<file path="src/rtl/ex_muldiv_controller.sv">
// Iterative MULT/MULTU/DIV/DIVU sequencer owning HI/LO; stalls the front pipeline while busy.
// Optional EXMD_EARLY_OUT_EN: multiply exits once the remaining multiplier bits are all zero.
module ex_muldiv_controller #(
  parameter int WIDTH = 32
) (
  input  logic             clk,
  input  logic             rst,
  input  logic             start,
  input  logic [1:0]       op,
  input  logic [WIDTH-1:0] rs_val,
  input  logic [WIDTH-1:0] rt_val,
  input  logic             flush,
  output logic             stall,
  output logic             busy,
  output logic             done,
  output logic             div_by_zero,
  output logic [WIDTH-1:0] hi,
  output logic [WIDTH-1:0] lo
);
  localparam int CW = $clog2(WIDTH + 1);

  typedef enum logic [2:0] {S_IDLE, S_MUL, S_DIV, S_FIX, S_DONE} state_t;
  state_t state, state_nx;

  logic [2*WIDTH-1:0] prod, mcand, prod_add, prod_fix;
  logic [WIDTH-1:0]   a_reg, b_reg, rem, rs_mag, rt_mag, quo_fix, rem_fix;
  logic [WIDTH:0]     r_tmp, diff;
  logic [CW-1:0]      count;
  logic               sign_a, sign_b, signed_op, is_div, dz;
  logic               is_signed, accept, last, mul_exit;

  // Handshake: start is a level held by EX; an op is accepted on the edge ending an
  // IDLE cycle with start=1 and flush=0. done is a one-cycle pulse in DONE.
  always_comb begin
    is_signed = ~op[0];
    rs_mag    = (is_signed && rs_val[WIDTH-1]) ? -rs_val : rs_val;
    rt_mag    = (is_signed && rt_val[WIDTH-1]) ? -rt_val : rt_val;
    accept    = (state == S_IDLE) && start && !flush;
    last      = (count == CW'(WIDTH - 1));
`ifdef EXMD_EARLY_OUT_EN
    mul_exit  = last || (a_reg[WIDTH-1:1] == '0);
`else
    mul_exit  = last;
`endif
    prod_add  = a_reg[0] ? prod + mcand : prod;
    // a_reg holds the dividend and collects quotient bits as it shifts left
    r_tmp     = {rem, a_reg[WIDTH-1]};
    diff      = r_tmp - {1'b0, b_reg};
    prod_fix  = (signed_op && (sign_a ^ sign_b)) ? -prod : prod;
    quo_fix   = (signed_op && (sign_a ^ sign_b)) ? -a_reg : a_reg;
    rem_fix   = (signed_op && sign_a) ? -rem : rem;
  end

  always_comb begin
    state_nx = state;
    case (state)
      S_IDLE: if (accept) begin
        if (op[1] && rt_val == '0) state_nx = S_DONE;
        else if (op[1])            state_nx = S_DIV;
        else                       state_nx = S_MUL;
      end
      S_MUL:  if (mul_exit) state_nx = S_FIX;
      S_DIV:  if (last) state_nx = S_FIX;
      S_FIX:  state_nx = S_DONE;
      S_DONE: state_nx = S_IDLE;
      default: state_nx = S_IDLE;
    endcase
    if (flush) state_nx = S_IDLE;
  end

  always_ff @(posedge clk or posedge rst) begin
    if (rst) state <= S_IDLE;
    else     state <= state_nx;
  end

  always_ff @(posedge clk or posedge rst) begin
    if (rst) begin
      prod <= '0; mcand <= '0; a_reg <= '0; b_reg <= '0; rem <= '0; count <= '0;
      sign_a <= 1'b0; sign_b <= 1'b0; signed_op <= 1'b0; is_div <= 1'b0; dz <= 1'b0;
      hi <= '0; lo <= '0;
    end else begin
      case (state)
        S_IDLE: if (accept) begin
          sign_a    <= is_signed & rs_val[WIDTH-1];
          sign_b    <= is_signed & rt_val[WIDTH-1];
          signed_op <= is_signed;
          is_div    <= op[1];
          dz        <= op[1] && (rt_val == '0);
          count     <= '0;
          prod      <= '0;
          rem       <= '0;
          mcand     <= {{WIDTH{1'b0}}, rs_mag};
          a_reg     <= op[1] ? rs_mag : rt_mag;
          b_reg     <= rt_mag;
        end
        S_MUL: begin
          prod  <= prod_add;
          mcand <= mcand << 1;
          a_reg <= a_reg >> 1;
          count <= count + CW'(1);
        end
        S_DIV: begin
          rem   <= diff[WIDTH] ? r_tmp[WIDTH-1:0] : diff[WIDTH-1:0];
          a_reg <= {a_reg[WIDTH-2:0], ~diff[WIDTH]};
          count <= count + CW'(1);
        end
        S_FIX: if (!flush) begin
          hi <= is_div ? rem_fix : prod_fix[2*WIDTH-1:WIDTH];
          lo <= is_div ? quo_fix : prod_fix[WIDTH-1:0];
        end
        default: ;
      endcase
    end
  end

  assign stall       = accept || (state == S_MUL) || (state == S_DIV) || (state == S_FIX);
  assign busy        = (state != S_IDLE);
  assign done        = (state == S_DONE);
  assign div_by_zero = (state == S_DONE) && dz;
endmodule

</file>
<file path="config.mk">
export PLATFORM = sky130hd
export DESIGN_NAME = ex_muldiv_controller
export DESIGN_NICKNAME = d
export VERILOG_FILES = /design/src/rtl/ex_muldiv_controller.sv
export SDC_FILE = /design/constraint.sdc
export NUM_CORES = 1
export LEC_CHECK = 0
export CORE_UTILIZATION = 40
export CTS_CLUSTER_DIAMETER = 30
export DETAILED_ROUTE_END_ITERATION = 12
export HOLD_SLACK_MARGIN = 0.02
export SYNTH_ARGS = -nofsm -noshare
export SYNTH_HDL_FRONTEND = slang
export SYNTH_SLANG_ARGS = --single-unit
</file>
<file path="constraint.sdc">
create_clock -name clk -period 19.78 [get_ports clk]
set_input_delay 3.956 -clock clk [delete_from_list [all_inputs] [get_ports clk]]
set_output_delay 3.956 -clock clk [all_outputs]
set_load 0.02 [all_outputs]
</file>
==> flow_summary.ini <==
[pwr]
vdd_drop_max_mv = 0.0918
p_int_mw = 2.97
p_sw_mw = 2.19
comb_power_share_pct = 45.7
p_seq_share_pct = 23.8
power_density_mw_per_mm2 = 192
swShare_pct = 42.4
clockPowerShare_pct = 30.5
p_total_mw = 5.16
p_leak_nw = 11.9

[layout]
num-fill-cells = 5069
final_cells = 3544
layout.area.seq_mm2 = 0.00756
largestRegisters = mcand: 64 flops, prod: 64 flops
syn2layout_area_growth_pct = 23.4
drive_gt1_share_pct = 6.95
final_area_mm2 = 0.0268
post-route-util_pct = 49.9
nNetsFinal = 2950
final_common_cell = nand2_1
final_cell_mix = nand2_1 (417), o21ai_0 (391), dfrtp_1 (301)
n_antenna_cell = 0
multi_input_area_mm2 = 0.0133

[sta]
hold_violations = 0
maxSlewViolCount = 0
fin_crit_sh_pct = 48.3
fin_worst_skew_ns = 0.0215
fmax_mhz = 105
fin_tns_setup_ns = 0
fin_ws_ns = 10.24
rsz0062_at_grt = no
finalSetupViolations = 0
min_period_ns = 9.54
slew_headroom_pct = 21.7
tightest_slew_ns = 1.17
fin_hold_ws_ns = 0.473

[cts]
clock-sinks = 302
htreeDepth = 3
clk_path_buf_depth = 3
cts.repair.resized = 0
clockRootBuffer = clkbuf_16
clk_pin_slew_ns = 0.04
cts_tree = built
worstSkewPairLatency_ns = 0.62
cts_buffers = 84
postCtsSetupRepairBufs = 0
ctsHoldBuffers = 0

[placement]
pre_cts_ws_ns = 10.25
dpl_cell_area_mm2 = 0.0236
hpwl_um = 51200
io_buffer_count = 137
dpl.cell_count = 3387
place.gp.congestion = 0.980

[floorplan]
num_rows = 85
initial_core_util_pct = 40.4
core_mm2 = 0.0538
die_x_um = 235
io_pins = 138
die_area_mm2 = 0.0553
die-height_um = 235

[synth]
syn-num-nets = 2871
synthFlopType = dfrtp_1
synth-seq-area-share_pct = 34.7
synthCells = 2698
synth-compound-area-share_pct = 23.4
synth_edf_count = 0
synth_seq_cells = 302
synth_top_family_by_area = compound AO/OA/AOI/OAI gates
avgSynthCellArea_um2 = 8.06
syn_area_mm2 = 0.0218
yosys.area_share.simple_pct = 18.5
yosysWarnings = 0
synth_cell_types = 68
synthMuxAreaShare_pct = 3.01
synth-xor-area-share_pct = 10.2
synth-async-reset-ratio_pct = 100
synth_fa_ha_area_share_pct = 5.99

[detailed_routing]
firstDrtPassIters = 8
avgViaCountPerCell = 5.80
wl_per_cell_um = 19.7
wl_um = 69800
drtIter0Drc = 1817
drcViolationCount = 0
ant_nets = 0
routed-via-count = 20557

[critical_path]
critical_path_peak_fanout = 4
cpMaxStageDelayCell = clkdlybuf4s50_1
cp-end-kind = primary output
start_kind = primary input
required_ns = 15.82
critPathMaxStageDelay_ns = 0.67
critPathKind = in2out
cpMostUsedCell = clkdlybuf4s50_1
cp.arrival_ns = 5.59
path_cells = clkdlybuf4s50_1, nand2b_1, a21oi_1, clkdlybuf4s50_1

[global_route]
grt_busiest_layer = met2
grt_max_degree = 96
track_usage_pct = 25.0
grt_pass1_wl_um = 110000
met3_usage_pct = 4.03
met2_usage_pct = 41.9
gr-total-overflow = 0
grt_pass1_vias = 19454
grt_use_met1_pct = 31.8
antenna_found_initial = 1

[run_status]
status = complete, no violations

[hold_path]
hp-class = reg2reg

[run]
maxCapViolCount = 0
==> Yosys cell counts (7+ instances only) <==
master	n	area (µm²)
o21ai_0	391	1960
nand3_1	94	470
nor4_1	19	119
a22oi_1	36	270
nor3_1	45	225
a211oi_1	10	75.1
o41ai_1	11	96.3
mux2i_1	61	611
a21oi_1	187	936
dfrtp_1	302	7560
and3_1	13	81.3
buf_1	12	45.0
or3_1	32	200
xor2_1	111	972
o21bai_1	19	143
nand2b_1	21	131
inv_1	78	293
nor3b_1	11	82.6
a222oi_1	24	240
xnor2_1	143	1250
clkbuf_1	147	552
ha_1	101	1260
a31oi_1	20	125
nand4_1	21	131
nor2_1	141	529
nand2_1	417	1570
or4_1	13	97.6
nor2b_1	19	119
o21a_1	19	143
or2_2	8	50.1
a22o_1	7	61.3
o31a_1	7	61.3
and2_1	14	87.6
a21o_1	38	285
o31ai_1	35	263
==> power groups by stage <==
stage               combinational, mW  sequential [mW]  clock [mW]
floorplan                        1.69             1.14           0
finish                           2.36             1.23        1.58
detailed placement               2.34             1.23           0
global placement                 2.30             1.22           0
CTS                              2.35             1.23        1.59
global route                     2.62             1.26        1.63
==> cells by family after synthesis <==
family,after synthesis
adder cells (fa/ha/maj),103
flip-flops,302
buffers and inverters,238
AO/OA/AOI/OAI,852
multiplexers,64
AND/OR/NAND/NOR,885
XOR/XNOR,254
==> cell type report <==
cell class                      count  area share [%]
Multi-Input combinational cell   2158            49.7
Sequential cell                   302            28.2
Clock buffer                      107            8.91
Timing Repair Buffer              153            5.54
Clock inverter                     50            3.34
Tap cell                          696            3.24
Inverter                           78            1.12
==> worst max-delay path, delay by kind of cell <==
family / cells / cell delay [ns]
buffers and inverters: 2 / 1.14
AO/OA/AOI/OAI: 1 / 0.28
AND/OR/NAND/NOR: 1 / 0.21
==> layer usage <==
layer | up-vias | routed length, µm
met3 | 162 | 4130
met2 | 731 | 33000
met5 | - | 0
li1 | 9795 | -
met4 | 0 | 2720
met1 | 9869 | 29900
==> worst paths after layout <==
path / from / to / slack, ns / depth (start not counted)
max reg2reg: prod[0]$_DFFE_PP0P_ / prod[56]$_DFFE_PP0P_ / 15.39 / 14
min: b_reg[21]$_DFFE_PP0P_ / b_reg[21]$_DFFE_PP0P_ / 0.47 / 2
min reg2reg: b_reg[21]$_DFFE_PP0P_ / b_reg[21]$_DFFE_PP0P_ / 0.47 / 2
max in group asynchronous: rst / hi[15]$_DFFE_PP0P_ / 14.39 / 3
max: flush / stall / 10.24 / 4
min in group asynchronous: rst / rem[21]$_DFFE_PP0P_ / 3.83 / 2
Power figures use the tool's default switching activity.
